--- src/rtl/riscv_pkg.sv ---
// Shared definitions for the pipeline hazard controller: register address
// width, default performance-counter width and the controller state encoding.
package riscv_pkg;

    localparam int REG_ADDR_W = 5;
    localparam int CNT_W_DEF  = 32;

    typedef enum logic [1:0] {
        ST_RUN      = 2'd0,
        ST_MEM_WAIT = 2'd1,
        ST_DRAIN    = 2'd2,
        ST_HALTED   = 2'd3
    } hz_state_e;

endpackage

--- src/rtl/sat_counter.sv ---
// Saturating up-counter: counts enabled cycles and sticks at all-ones.
module sat_counter
    import riscv_pkg::*;
#(
    parameter int CNT_W = CNT_W_DEF
) (
    input  logic             clk,
    input  logic             rst_n,
    input  logic             i_en,
    output logic [CNT_W-1:0] o_cnt
);

    logic [CNT_W-1:0] r_cnt;

    function automatic logic [CNT_W-1:0] sat_inc(input logic [CNT_W-1:0] v);
        if (&v) begin
            return v;
        end
        return v + CNT_W'(1);
    endfunction

    // count enabled cycles, holding once the maximum is reached
    always_ff @(posedge clk or negedge rst_n) begin
        if (!rst_n) begin
            r_cnt <= '0;
        end else if (i_en) begin
            r_cnt <= sat_inc(r_cnt);
        end
    end

    assign o_cnt = r_cnt;

endmodule

--- src/rtl/hazard_ctrl.sv ---
// Hazard controller for a 5-stage RISC-V pipeline: load-use interlock,
// redirect flushing, memory-wait freezing and debug drain/halt sequencing.
module hazard_ctrl
    import riscv_pkg::*;
#(
    parameter int CNT_W = CNT_W_DEF
) (
    input  logic                  clk,
    input  logic                  reset,
    input  logic [REG_ADDR_W-1:0] rs1_D,
    input  logic [REG_ADDR_W-1:0] rs2_D,
    input  logic                  use_rs2_D,
    input  logic [REG_ADDR_W-1:0] rd_E,
    input  logic                  MemReadEn_E,
    input  logic                  redirect_E,
    input  logic                  mem_busy_M,
    input  logic                  halt_req,
    output logic                  stall_F,
    output logic                  stall_D,
    output logic                  stall_E,
    output logic                  stall_M,
    output logic                  flush_D,
    output logic                  flush_E,
    output logic                  bubble_W,
    output logic                  halt_ack,
    output logic [1:0]            state_o,
    output logic [CNT_W-1:0]      stall_cnt,
    output logic [CNT_W-1:0]      flush_cnt
);

    hz_state_e r_state;
    hz_state_e w_next;
    hz_state_e r_ret;
    hz_state_e w_ret_next;
    logic      r_valid_D;
    logic      r_valid_E;
    logic      r_valid_M;
    logic      r_halt_ack;

    logic w_load_use;
    logic w_redirect;
    logic w_drain_mode;
    logic w_redirect_flush;
    logic w_cnt_stall_en;
    logic w_stall_F;
    logic w_stall_D;
    logic w_stall_E;
    logic w_stall_M;
    logic w_flush_D;
    logic w_flush_E;
    logic w_bubble_W;

    // x0 never carries a dependency and empty stages never create hazards
    assign w_load_use = r_valid_E && r_valid_D && MemReadEn_E && (rd_E != '0) &&
                        ((rd_E == rs1_D) || (use_rs2_D && (rd_E == rs2_D)));
    assign w_redirect = redirect_E && r_valid_E;

    // next-state and Mealy hazard outputs; a memory stall overrides everything,
    // which keeps a coincident branch parked in EX until memory releases
    always_comb begin
        w_next           = r_state;
        w_ret_next       = r_ret;
        w_stall_F        = 1'b0;
        w_stall_D        = 1'b0;
        w_stall_E        = 1'b0;
        w_stall_M        = 1'b0;
        w_flush_D        = 1'b0;
        w_flush_E        = 1'b0;
        w_bubble_W       = 1'b0;
        w_redirect_flush = 1'b0;
        w_drain_mode     = (r_state == ST_DRAIN) ||
                           ((r_state == ST_MEM_WAIT) && (r_ret == ST_DRAIN));
        case (r_state)
            ST_RUN, ST_DRAIN, ST_MEM_WAIT: begin
                if (mem_busy_M) begin
                    w_stall_F  = 1'b1;
                    w_stall_D  = 1'b1;
                    w_stall_E  = 1'b1;
                    w_stall_M  = 1'b1;
                    w_bubble_W = 1'b1;
                    w_next     = ST_MEM_WAIT;
                    if (r_state != ST_MEM_WAIT) begin
                        w_ret_next = r_state;
                    end
                end else begin
                    // the release cycle of MEM_WAIT already behaves like the
                    // state it returns to, so a held redirect is acted on here
                    if (w_redirect) begin
                        w_flush_D        = 1'b1;
                        w_flush_E        = 1'b1;
                        w_redirect_flush = 1'b1;
                    end else if (w_load_use) begin
                        w_stall_F = 1'b1;
                        w_stall_D = 1'b1;
                        w_flush_E = 1'b1;
                    end
                    if (w_drain_mode) begin
                        w_stall_F = 1'b1;
                        w_flush_D = 1'b1;
                    end
                    case (r_state)
                        ST_MEM_WAIT: w_next = r_ret;
                        ST_RUN: begin
                            if (halt_req) begin
                                w_next = ST_DRAIN;
                            end
                        end
                        default: begin
                            if (!halt_req) begin
                                w_next = ST_RUN;
                            end else if (!r_valid_D && !r_valid_E && !r_valid_M) begin
                                w_next = ST_HALTED;
                            end
                        end
                    endcase
                end
            end
            default: begin
                w_stall_F = 1'b1;
                w_stall_D = 1'b1;
                if (!halt_req) begin
                    w_next = ST_RUN;
                end
            end
        endcase
    end

    // state register
    always_ff @(posedge clk or negedge reset) begin
        if (!reset) begin
            r_state <= ST_RUN;
        end else begin
            r_state <= w_next;
        end
    end

    // MEM_WAIT return target and registered halt acknowledge
    always_ff @(posedge clk or negedge reset) begin
        if (!reset) begin
            r_ret      <= ST_RUN;
            r_halt_ack <= 1'b0;
        end else begin
            r_ret      <= w_ret_next;
            r_halt_ack <= (w_next == ST_HALTED);
        end
    end

    // stage occupancy; a stalled stage keeps its bit, stall wins over flush
    always_ff @(posedge clk or negedge reset) begin
        if (!reset) begin
            r_valid_D <= 1'b0;
            r_valid_E <= 1'b0;
            r_valid_M <= 1'b0;
        end else begin
            if (!w_stall_D) begin
                r_valid_D <= !w_stall_F && !w_flush_D;
            end
            if (!w_stall_E) begin
                r_valid_E <= r_valid_D && !w_flush_E;
            end
            if (!w_stall_M) begin
                r_valid_M <= r_valid_E;
            end
        end
    end

    assign w_cnt_stall_en = w_stall_D && ((r_state == ST_RUN) || (r_state == ST_MEM_WAIT));

    sat_counter #(.CNT_W(CNT_W)) u_stall_cnt (
        .clk   (clk),
        .rst_n (reset),
        .i_en  (w_cnt_stall_en),
        .o_cnt (stall_cnt)
    );

    sat_counter #(.CNT_W(CNT_W)) u_flush_cnt (
        .clk   (clk),
        .rst_n (reset),
        .i_en  (w_redirect_flush),
        .o_cnt (flush_cnt)
    );

    // combinational controls are forced low while reset is held
    assign stall_F  = w_stall_F  & reset;
    assign stall_D  = w_stall_D  & reset;
    assign stall_E  = w_stall_E  & reset;
    assign stall_M  = w_stall_M  & reset;
    assign flush_D  = w_flush_D  & reset;
    assign flush_E  = w_flush_E  & reset;
    assign bubble_W = w_bubble_W & reset;
    assign halt_ack = r_halt_ack;
    assign state_o  = r_state;

endmodule

--- config.mk ---
export PLATFORM = sky130hd
export DESIGN_NAME = hazard_ctrl
export DESIGN_NICKNAME = d
export VERILOG_FILES = /design/src/rtl/riscv_pkg.sv /design/src/rtl/sat_counter.sv /design/src/rtl/hazard_ctrl.sv
export SDC_FILE = /design/constraint.sdc
export NUM_CORES = 1
export LEC_CHECK = 0
export CORE_MARGIN = 1
export CORE_UTILIZATION = 45
export CTS_CLUSTER_DIAMETER = 100
export CTS_CLUSTER_SIZE = 12
export DETAILED_ROUTE_END_ITERATION = 8
export HOLD_SLACK_MARGIN = 0.08
export PLACE_DENSITY = 0.8
export SLEW_MARGIN = 15
export SYNTH_ARGS = -nofsm -noshare
export SYNTH_HDL_FRONTEND = slang
export SYNTH_SLANG_ARGS = --single-unit
--- constraint.sdc ---
create_clock -name clk -period 2.42 [get_ports clk]
set_input_delay 0.242 -clock clk [delete_from_list [all_inputs] [get_ports clk]]
set_output_delay 0.242 -clock clk [all_outputs]
set_load 0.05 [all_outputs]
Word-level counts from Yosys, hierarchy flattened
Cells that the tools add are included. Widths: inputs -> output; s select.

Add/sub/neg operators: 2. Eq/ne operators: 9. Muxes and demuxes: 31. Bitwise logic cells: 5. Reductions and logical operators: 29.

Operator list (number): $add 32x1->32 const B (2); $mux 32 (2); $reduce_and 32->1 (2); $mux 1 (22); $logic_and 1x1->1 (12); $mux 2 (6); $eq 5x5->1 (2); $eq 2x2->1 const B (3); $logic_not 1->1 (6); $and 1x1->1 (5); $reduce_bool 5->1 (1); $ne 2x2->1 const B (2); $pmux 2 s2 (1); $reduce_and 2->1 (2); $logic_or 1x1->1 (3); $reduce_and 3->1 (1); $reduce_or 3->1 (1); $eq 2x1->1 const B (1); $logic_not 2->1 (1); $ne 2x1->1 const B (1).

Flip-flop bits (word level): 72. Input port bits: 22. Output and inout bits: 74. Logic and storage cells: 84.

Longest topological paths before layout
Gate-level depths: netlist of the first run.

Word-level depth: 12. Gate-level depth with buffers: 9. Gate-level depth less buffers: 7.

Hierarchy
Synthesis of the first run repeated with hierarchy kept, for this count alone.

Cell total of the unflattened synthesis: 363. Area, all modules: 3808.7 um2.

By module, submodules not included: sat_counter (u_stall_cnt) (times used 1, cells each 150, area each 1629.1 um2, sequential area each 800.8 um2); sat_counter (u_flush_cnt) (times used 1, cells each 139, area each 1541.5 um2, sequential area each 800.8 um2); hazard_ctrl (times used 1, cells each 74, area each 638.1 um2, sequential area each 200.2 um2).

Worst setup path before layout of the first run
No wires, ideal clock.

Kind: register -> output. From: reg r_state[1], in the netlist state_o[1]. To: out stall_F. Arrival time: 2220 ps. Required time: 2178 ps. Slack: -42 ps. Stages on the path, launching flop included: 7. Buffers on the path: 1. Cells stage by stage: dfrtp_1 -> buf_2 -> inv_1 -> nand2_1 -> nor2_1 -> mux2i_1 -> a21boi_0.

Cells in the longest elaborated chain, start to end: 7. Elaborated cells on any way between the ends: 10. Classes of those cells: eq/ne: 2; mux: 3; bitwise: 1; reduce/logical: 4.

Ends and longest elaborated chain: start: declaration (line hazard_ctrl.sv:31) `hz_state_e r_state;`; start signal: assignment (line hazard_ctrl.sv:133) `r_state <= w_next;`; $eq 2x1->1 (line hazard_ctrl.sv:72, hazard_ctrl.sv:73); $logic_and 1x1->1 (line hazard_ctrl.sv:72) `((r_state == ST_MEM_WAIT) && (r_ret == ST_DRAIN));`; $logic_or 1x1->1 (line hazard_ctrl.sv:71) `w_drain_mode = (r_state == ST_DRAIN) ||`; $mux 1 (line hazard_ctrl.sv:97) `if (w_drain_mode) begin`; $mux 1 (line hazard_ctrl.sv:75) `if (mem_busy_M) begin`; $mux 1 (*) (line hazard_ctrl.sv:73) `case (r_state)`; $and 1x1->1 (*) (line hazard_ctrl.sv:184) `assign stall_F = w_stall_F & reset;`; end: declaration (line hazard_ctrl.sv:18) `output logic stall_F,`.

Every way passes the cells marked *; elsewhere a longest branch is shown, timed or not.

Final worst setup path of the first run
From: in rd_E[0]. To: out stall_F.

Cells in the longest elaborated chain, start to end: 10. Elaborated cells on any way between the ends: 13. Classes of those cells: eq/ne: 2; mux: 5; bitwise: 1; reduce/logical: 5.

Ends and longest elaborated chain: start: declaration (line hazard_ctrl.sv:13) `input logic [REG_ADDR_W-1:0] rd_E,`; $eq 5x5->1 (line hazard_ctrl.sv:55) `((rd_E == rs1_D) || (use_rs2_D && (rd_E == rs2_D)));`; $logic_and 1x1->1 (line hazard_ctrl.sv:55); $logic_or 1x1->1 (line hazard_ctrl.sv:55); $logic_and 1x1->1 (*) (line hazard_ctrl.sv:54) `assign w_load_use = r_valid_E && r_valid_D && MemReadEn_E && (rd_E != '0) &&`; $mux 1 (*) (line hazard_ctrl.sv:92) `end else if (w_load_use) begin`; $mux 1 (*) (line hazard_ctrl.sv:88) `if (w_redirect) begin`; $mux 1 (*) (line hazard_ctrl.sv:97); $mux 1 (*) (line hazard_ctrl.sv:75); $mux 1 (*) (line hazard_ctrl.sv:73); $and 1x1->1 (*) (line hazard_ctrl.sv:184).

Marked as above.

==> results.json, run 1 <==
{
  "max_freq_ghz": 0.4414,
  "synthTopCellsByCount": "dfrtp_1, xnor2_1, nand2_1, nand3_1, nand4_1",
  "remaining_drc_errors": 0,
  "synth_area_um2": 3722,
  "critPathCaptureType": "primary output",
  "netlist.area_leader.share_pct": 48.40,
  "overflow": 0,
  "htreeDepth": 3,
  "path_cells": "clkdlybuf4s50_1, or4_1, o21ai_1, nor3_1, nand2_1, o21a_1, a21boi_1, buf_12",
  "critical_path.max_fanout": 3,
  "setup_viol": 0,
  "cts_made_buffers": 9,
  "max-slew-margin-rel_pct": 42.29,
  "core.rowCount": 32,
  "die_h_um": 92.95,
  "final_antenna_net_count": 0,
  "wl_per_cell_um": 13.98,
  "setup-tns-final_ns": 0,
  "rsz0062_at_grt": "false",
  "nNetsFinal": 495,
  "hp-class": "in2async",
  "clk-insertion-delay-late_ns": 0.34,
  "io_pins": 96,
  "num_antenna_cells": 0,
  "syn_nets": 391,
  "synth.most_common_cell": "dfrtp_1",
  "slowest_delay_ns": 0.54,
  "async_flop_share_pct": 100.0,
  "syn_avg_cell_area_um2": 10.14,
  "fin_skew_ns": 0.01139,
  "vias_per_cell": 5.251,
  "clock_sinks": 72,
  "post-route-min-period_ns": 2.265,
  "syn_to_final_growth_pct": 35.66,
  "coreArea_um2": 7848,
  "cts_root_buf": "clkbuf_8",
  "tightest_slew_ns": 0.8656,
  "synth_top_cell_by_area": "dfrtp_1",
  "critPathSlowestCell": "or4_1",
  "crit_arrival_ns": 2.02,
  "initial_core_util_pct": 47.43,
  "power_density_nw_per_um2": 659.2,
  "wirelength_um": 8080,
  "synthTopCellsByArea": "dfrtp_1, xnor2_1, nand3_1",
  "hpwl_um": 5907,
  "synth-main-ff-cell": "dfrtp_1",
  "status": "finished, final reports clean",
  "synth_edf_count": 0,
  "p_leak_nw": 2.101,
  "maxCapViolations": 0,
  "grt_max_degree": 72,
  "reg2reg_to": "u_stall_cnt.o_cnt[29]",
  "startpoint_type": "input pin",
  "crit_required_ns": 2.18,
  "gr-usage-all-layers_pct": 20.17,
  "crit_type": "in2out",
  "rr_worst_depth": 6,
  "r2r_slack_ns": 0.28,
  "maxSlewViolCount": 0,
  "cts_tree": "yes",
  "drtIter0Drc": 137,
  "dr.pass1.iters": 4,
  "synthCells": 367,
  "finalPower_w": 0.003329,
  "grt_pass1_vias": 2998,
  "drive_above_1_share_pct": 9.874,
  "portBuffers": 95,
  "ys_seq_area_share_pct": 48.40,
  "clkSlewWorstSetupHoldPaths_ns": 0.07,
  "gp_congestion": 0.8607,
  "grt_pass1_wl_um": 13800,
  "clockBufferDepth": 2,
  "timing.final.crit_share_pct": 93.61,
  "ys_ff_latch": 72,
  "cts_setup_buffers": 0,
  "r2r-start": "u_stall_cnt.o_cnt[6]",
  "antenna_found_initial": 0,
  "yosysWarnings": 0,
  "irDropWorstVdd_v": 0.0007118,
  "vias": 3035,
  "die_area_um2": 8640,
  "finalHoldViolations": 0,
  "die_w_um": 92.95,
  "ys_types": 43,
  "holdWs_ns": 0.2841
}
## cell usage in the layout (no fill, tap or decap), types with 3 or more instances in the layout
cell type	instances
clkdlybuf4s50_1	87
dfrtp_1	72
xnor2_1	61
nand2_1	38
nand3_1	32
nand4_1	23
nor2_1	20
and3_1	17
buf_4	13
inv_1	11
clkbuf_8	10
xor2_1	9
nor3_1	8
and2_1	7
a21oi_1	5
and4_1	5
nand2b_1	4
o21ai_0	4
buf_12	4
nor2b_1	3
nor3_2	3
nand4b_1	3
mux2_1	3
## timing repair
item                                    CTS  global route
endpoints found under the setup margin    0             2
resized for setup                         0             1
endpoints found under the hold margin     1             0
hold buffers                              1             0
## where the power goes
part | total [W] | internal, W | switching, W
sequential | 0.00145 | 0.00131 | 0.000139
clock | 0.000974 | 0.000508 | 0.000466
combinational | 0.000907 | 0.000344 | 0.000563
total | 0.00333 | 0.00216 | 0.00117
## critical path: cells and delay by family
kind            cells  cell delay, ns
buf+inv             2            0.63
compound gates      3            0.40
simple gates        3            0.73
## state kept, by name (all words and copies together) (netlist names)
name and cells:
u_flush_cnt.o_cnt 32, u_stall_cnt.o_cnt 32, r_ret 2, state_o 2, halt_ack 1, r_valid_D 1
r_valid_E 1, r_valid_M 1
## through the flow
| step | instance area, µm² | std cells | util [%] | setup slack [ns] |
|---|---|---|---|---|
| floorplan | 3722 | 367 | - | 0.1184 |
| global placement | 4828 | 561 | 61.53 | 0.07102 |
| detailed placement | 4828 | 561 | 61.53 | 0.03152 |
| CTS | 5044 | 578 | 64.27 | 0.1086 |
| global route | 5050 | 578 | 64.35 | 0.01836 |
| finish | 5050 | 578 | 64.35 | 0.1547 |
## kinds of logic after synthesis
group                    after synthesis  synth area share (%)
flip-flops                            72                 48.40
AO/OA/AOI/OAI                         20                 3.597
adder cells (fa/ha/maj)                2                0.6722
buffers and inverters                 24                 3.126
AND/OR/NAND/NOR                      175                 26.55
XOR/XNOR                              70                 16.47
multiplexers                           4                 1.176
## cell type report
type	count	area, µm²
fillers	673	2798
multi-input cells	271	1810
flip-flops and latches	72	1802
repair buffers	106	1064
clock buffers	10	137.6
well taps	102	127.6
clock inverters	6	67.56
inverters	11	41.29
## worst max-delay path by stage
stage                          from  cells after the start                    end
3_3_place_gp                rd_E[0]                      7  u_stall_cnt.o_cnt[30]
4_1_cts                     rd_E[4]                      8                stall_F
2_1_floorplan  u_stall_cnt.o_cnt[0]                      8   u_stall_cnt.o_cnt[1]
3_5_place_dp                rd_E[0]                      7  u_stall_cnt.o_cnt[30]
5_1_grt                     rd_E[0]                      8                stall_F
6_report                    rd_E[0]                      8                stall_F
## per-layer routing
metal / track usage [%] / vias to the layer above / wire, µm
met5: 0 / - / 0
met2: 32.23 / 99 / 3812
li1: - / 1483 / -
met3: 3.859 / 10 / 420
met1: 27.49 / 1443 / 3751
met4: 6.795 / 0 / 96
Power figures use the tool's default switching activity.
==> inputs of run 2 (changes only) <==
--- a/config.mk
+++ b/config.mk
@@ -5,13 +5,16 @@
 export SDC_FILE = /design/constraint.sdc
 export NUM_CORES = 1
 export LEC_CHECK = 0
+export CELL_PAD_IN_SITES_DETAIL_PLACEMENT = 2
+export CELL_PAD_IN_SITES_GLOBAL_PLACEMENT = 2
 export CORE_MARGIN = 1
-export CORE_UTILIZATION = 45
+export CORE_UTILIZATION = 30
 export CTS_CLUSTER_DIAMETER = 100
 export CTS_CLUSTER_SIZE = 12
 export DETAILED_ROUTE_END_ITERATION = 8
+export GPL_ROUTABILITY_DRIVEN = 0
 export HOLD_SLACK_MARGIN = 0.08
-export PLACE_DENSITY = 0.8
+export PLACE_DENSITY = 0.85
 export SLEW_MARGIN = 15
 export SYNTH_ARGS = -nofsm -noshare
 export SYNTH_HDL_FRONTEND = slang
==> results.json, run 2 (synthesis gave the netlist of run 1 again) <==
{
  "finish.instance_area_um2": 5325,
  "p_leak_nw": 2.220,
  "max_freq_ghz": 0.4301,
  "num_antenna_cells": 0,
  "path_cells": "clkdlybuf4s50_1, or4_1, o21ai_1, nor3_1, buf_4, nand2_1, o21a_1, a21boi_2, buf_12",
  "hpwl_um": 8342,
  "die_area_um2": 12860,
  "grt_pass1_vias": 3548,
  "io_pins": 96,
  "clockBufferDepth": 2,
  "portBuffers": 95,
  "cts_setup_buffers": 0,
  "drive_above_1_share_pct": 11.57,
  "drtIter0Drc": 96,
  "setup-tns-final_ns": 0,
  "setup_viol": 0,
  "irDropWorstVdd_v": 0.0006959,
  "slowest_delay_ns": 0.47,
  "final_antenna_net_count": 0,
  "clkSlewWorstSetupHoldPaths_ns": 0.05,
  "power_density_nw_per_um2": 723.4,
  "clk-insertion-delay-late_ns": 0.34,
  "core.rowCount": 40,
  "clock_sinks": 72,
  "post-route-min-period_ns": 2.325,
  "wirelength_um": 11170,
  "maxSlewViolCount": 0,
  "tightest_slew_ns": 0.5533,
  "crit_type": "in2out",
  "overflow": 0,
  "status": "finished, final reports clean",
  "die_h_um": 113.4,
  "maxCapViolations": 0,
  "holdWs_ns": 0.4113,
  "vias": 3179,
  "hp-class": "in2async",
  "crit_arrival_ns": 2.08,
  "cts_root_buf": "clkbuf_16",
  "wl_per_cell_um": 17.13,
  "critPathSlowestCell": "clkdlybuf4s50_1",
  "cts_tree": "yes",
  "max-slew-margin-rel_pct": 63.00,
  "crit_required_ns": 2.18,
  "timing.final.crit_share_pct": 96.08,
  "place_area_um2": 4981,
  "critPathCaptureType": "primary output",
  "syn_to_final_growth_pct": 43.06,
  "finalHoldViolations": 0,
  "die_w_um": 113.4,
  "dr.pass1.iters": 6,
  "initial_core_util_pct": 30.86,
  "antenna_found_initial": 0,
  "htreeDepth": 3,
  "critical_path.max_fanout": 3,
  "rsz0062_at_grt": "false",
  "startpoint_type": "input pin",
  "vias_per_cell": 4.876,
  "final.setup.worst_slack_ns": 0.09484,
  "mostFrequentLayoutCells": "clkdlybuf4s50_1, dfrtp_1, xnor2_1",
  "remaining_drc_errors": 0,
  "nNetsFinal": 504,
  "cts_made_buffers": 9,
  "coreArea_um2": 12060,
  "final_common_cell": "clkdlybuf4s50_1",
  "grt_pass1_wl_um": 18650,
  "grt_max_degree": 43,
  "fin_skew_ns": 0.007327,
  "pre_cts_ws_ns": -0.1465,
  "gr-usage-all-layers_pct": 18.74
}
[run 2: cell types whose count changed in the layout (fill, tap and decap cells not counted), moves of 2 or more]
cell             before  now
clkinvlp_4            2    0
clkbuf_16             0    9
clkbuf_8             10    2
dlygate4sd2_1         0    2
clkdlybuf4s50_1      87   84
buf_4                13   23
[run 2: worst max-delay path, delay by kind of cell]
kind            cells  cell delay, ns
buf+inv             3            0.78
simple gates        3            0.62
compound gates      3            0.44
[run 2: path summary, 6_finish.rpt]
check	slack, ns	from	cells past startpoint	endpoint
worst min register to register	0.50	u_flush_cnt.o_cnt[12]	1	u_flush_cnt.o_cnt[12]
worst max register to register	0.32	u_stall_cnt.o_cnt[2]	6	u_stall_cnt.o_cnt[29]
min in group clk	0.50	u_flush_cnt.o_cnt[12]	1	u_flush_cnt.o_cnt[12]
max in group asynchronous	1.09	reset	3	u_stall_cnt.o_cnt[31]
worst min-delay path	0.41	reset	2	u_flush_cnt.o_cnt[2]
worst max-delay path	0.09	rd_E[3]	9	stall_F
[run 2: final cells by class]
class                           count  area, µm²
Clock buffer                       12      256.5
Clock inverter                      3      65.06
Fill cell                        1264       6736
Inverter                           11      41.29
Multi-Input combinational cell    271       1817
Sequential cell                    72       1802
Tap cell                          168      210.2
Timing Repair Buffer              115       1134
[run 2: routing by layer]
layer / part of all wire (%) / vias up / track usage, %
met2: 52 / 69 / 34.11
met3: 3.3 / 10 / 4.888
met5: 0 / - / 0
li1: - / 1501 / -
met1: 44 / 1599 / 22.06
met4: 0.89 / 0 / 4.211
[run 2: power breakdown]
group / switching [W] / total (W) / internal (W)
Sequential: 0.000148 / 0.00146 / 0.00131
Combinational: 0.000595 / 0.000951 / 0.000356
Clock: 0.000491 / 0.00144 / 0.000951
[run 2: stage by stage]
stage	util (%)	total power, W	cells
final	44.15	0.003852	652
after global routing	44.15	0.004037	652
after CTS	44.06	0.003915	652
after detailed placement	41.30	0.002432	636
after global placement	41.30	0.002400	636
after floorplan	-	0.002040	367
[run 2: repair_timing]
item	CTS	global route
hold buffers	1	0
endpoints found under the setup margin	2	2
pin swaps	0	1
endpoints found under the hold margin	30	0
gates resized for setup	3	3
==> inputs of run 3 (changes only) <==
--- a/config.mk
+++ b/config.mk
@@ -8,13 +8,14 @@
 export CELL_PAD_IN_SITES_DETAIL_PLACEMENT = 2
 export CELL_PAD_IN_SITES_GLOBAL_PLACEMENT = 2
 export CORE_MARGIN = 1
-export CORE_UTILIZATION = 30
+export CORE_UTILIZATION = 31
+export CTS_BUF_LIST = sky130_fd_sc_hd__clkbuf_4
 export CTS_CLUSTER_DIAMETER = 100
 export CTS_CLUSTER_SIZE = 12
 export DETAILED_ROUTE_END_ITERATION = 8
 export GPL_ROUTABILITY_DRIVEN = 0
 export HOLD_SLACK_MARGIN = 0.08
-export PLACE_DENSITY = 0.85
+export PLACE_DENSITY = 0.87
 export SLEW_MARGIN = 15
 export SYNTH_ARGS = -nofsm -noshare
 export SYNTH_HDL_FRONTEND = slang
==> results.json, run 3 (synthesis gave the netlist of run 1 again) <==
{
  "coreArea_um2": 11560,
  "irDropWorstVdd_v": 0.0005235,
  "pre_cts_ws_ns": -0.1462,
  "drive_above_1_share_pct": 10.65,
  "drtIter0Drc": 104,
  "hpwl_um": 8645,
  "die_w_um": 111.6,
  "max-slew-margin-rel_pct": 48.51,
  "cts_root_buf": "clkbuf_4",
  "p_leak_nw": 2.094,
  "pwr-share-comb_pct": 31.6,
  "critical_path.max_fanout": 3,
  "cts_made_buffers": 9,
  "maxCapViolations": 0,
  "slowest_delay_ns": 0.57,
  "grt_max_degree": 58,
  "seq_power_share_pct": 47.5,
  "max_freq_ghz": 0.4312,
  "die_h_um": 111.6,
  "portBuffers": 95,
  "clk-insertion-delay-late_ns": 0.42,
  "sw_frac_of_total_pct": 38.98,
  "vias_per_cell": 5.182,
  "startpoint_type": "input pin",
  "crit_arrival_ns": 2.08,
  "status": "complete, but fails checks",
  "nNetsFinal": 499,
  "syn_to_final_growth_pct": 36.20,
  "finalHoldViolations": 0,
  "wirelength_um": 11540,
  "clockPowerShare_pct": 20.9,
  "overflow": 0,
  "core.rowCount": 39,
  "postLayoutCoreUtil_pct": 43.84,
  "rr_worst_depth": 9,
  "p_switching_w": 0.001198,
  "num_antenna_cells": 0,
  "place_area_um2": 4937,
  "final_antenna_net_count": 0,
  "violations": "DRC",
  "cts_setup_buffers": 0,
  "finish.instance_area_um2": 5070,
  "p_int_w": 0.001875,
  "post-route-min-period_ns": 2.319,
  "crit_end": "stall_F",
  "clock_sinks": 72,
  "reg2reg_to": "u_flush_cnt.o_cnt[31]",
  "critPathSlowestCell": "or4_1",
  "io_pins": 96,
  "hp-class": "in2async",
  "initial_core_util_pct": 32.19,
  "final.setup.worst_slack_ns": 0.1011,
  "maxSlewViolCount": 0,
  "fin_skew_ns": 0.01007,
  "place_inst": 606,
  "final_common_cell": "clkdlybuf4s50_1",
  "die_area_um2": 12450,
  "critPathCaptureType": "primary output",
  "cts_tree": "yes",
  "crit_required_ns": 2.18,
  "final_cells": 622,
  "grt_pass1_wl_um": 19520,
  "htreeDepth": 3,
  "tightest_slew_ns": 0.7723,
  "path_cells": "clkdlybuf4s50_1, or4_1, o21ai_1, nor3_2, nand2_1, o21a_1, a21boi_2, buf_12",
  "wl_per_cell_um": 18.55,
  "mostFrequentLayoutCells": "clkdlybuf4s50_1, dfrtp_1, xnor2_1",
  "clockBufferDepth": 2,
  "crit_type": "in2out",
  "critPathLaunch": "rd_E[0]",
  "antenna_found_initial": 0,
  "remaining_drc_errors": 7,
  "grt_pass1_vias": 3624,
  "vias": 3223,
  "dr.pass1.iters": 8,
  "r2r-start": "u_flush_cnt.o_cnt[0]",
  "timing.final.crit_share_pct": 95.82,
  "gr-usage-all-layers_pct": 19.83,
  "power_density_nw_per_um2": 606.0,
  "setup-tns-final_ns": 0,
  "clkSlewWorstSetupHoldPaths_ns": 0.12,
  "r2r_slack_ns": 0.31,
  "setup_viol": 0
}
==> run 3: how the worst min path moves through the flow <==
| stage | start | to | slack (ns) | depth (start not counted) |
|---|---|---|---|---|
| after floorplan | reset | halt_ack | -0.05 | 0 |
| after global placement | reset | r_valid_E | 0.13 | 1 |
| after detailed placement | reset | r_ret[0] | 0.14 | 1 |
| after CTS | reset | r_ret[1] | 0.26 | 2 |
| after global routing | reset | u_stall_cnt.o_cnt[25] | 0.26 | 2 |
| final | reset | r_valid_E | 0.27 | 2 |
==> run 3: cell type report <==
type | count | area [µm²]
fillers | 1245 | 6495
multi-input cells | 271 | 1827
flip-flops and latches | 72 | 1802
repair buffers | 110 | 1121
well taps | 143 | 178.9
clock buffers | 10 | 75.07
inverters | 11 | 41.29
clock inverters | 5 | 25.02
==> run 3: repair_timing <==
action / CTS / global route
hold buffers: 1 / 0
hold endpoints to repair: 15 / 0
resized for setup: 1 / 3
setup endpoints to repair: 2 / 2
pin swaps: 0 / 1
==> run 3: power by group through the flow <==
| stage | Combinational, W | Sequential, W | Clock, W |
|---|---|---|---|
| floorplan | 0.000299 | 0.00174 | 0 |
| global placement | 0.000929 | 0.00147 | 0 |
| detailed placement | 0.000971 | 0.00148 | 0 |
| CTS | 0.000979 | 0.00146 | 0.000669 |
| global route | 0.00104 | 0.00148 | 0.000727 |
| finish | 0.000971 | 0.00146 | 0.000643 |
==> run 3: worst max-delay path, delay by kind of cell <==
family,cells,cell delay (ns)
AO/OA/AOI/OAI,3,0.44
buffers and inverters,2,0.64
AND/OR/NAND/NOR,3,0.75
==> run 3: layer usage <==
layer / global-route usage (%) / share of wire, % / up-vias
met1: 25.55 / 45 / 1661
met3: 2.667 / 2.9 / 11
met2: 34.42 / 51 / 64
met4: 6.396 / 1.0 / 0
met5: 0 / 0 / -
li1: - / - / 1487
==> run 3: metrics by stage <==
stage	hold WS, ns	power, W
CTS	0.2589	0.003107
floorplan	-0.05359	0.002040
global route	0.2646	0.003244
detailed placement	0.1377	0.002448
finish	0.2685	0.003072
global placement	0.1291	0.002395
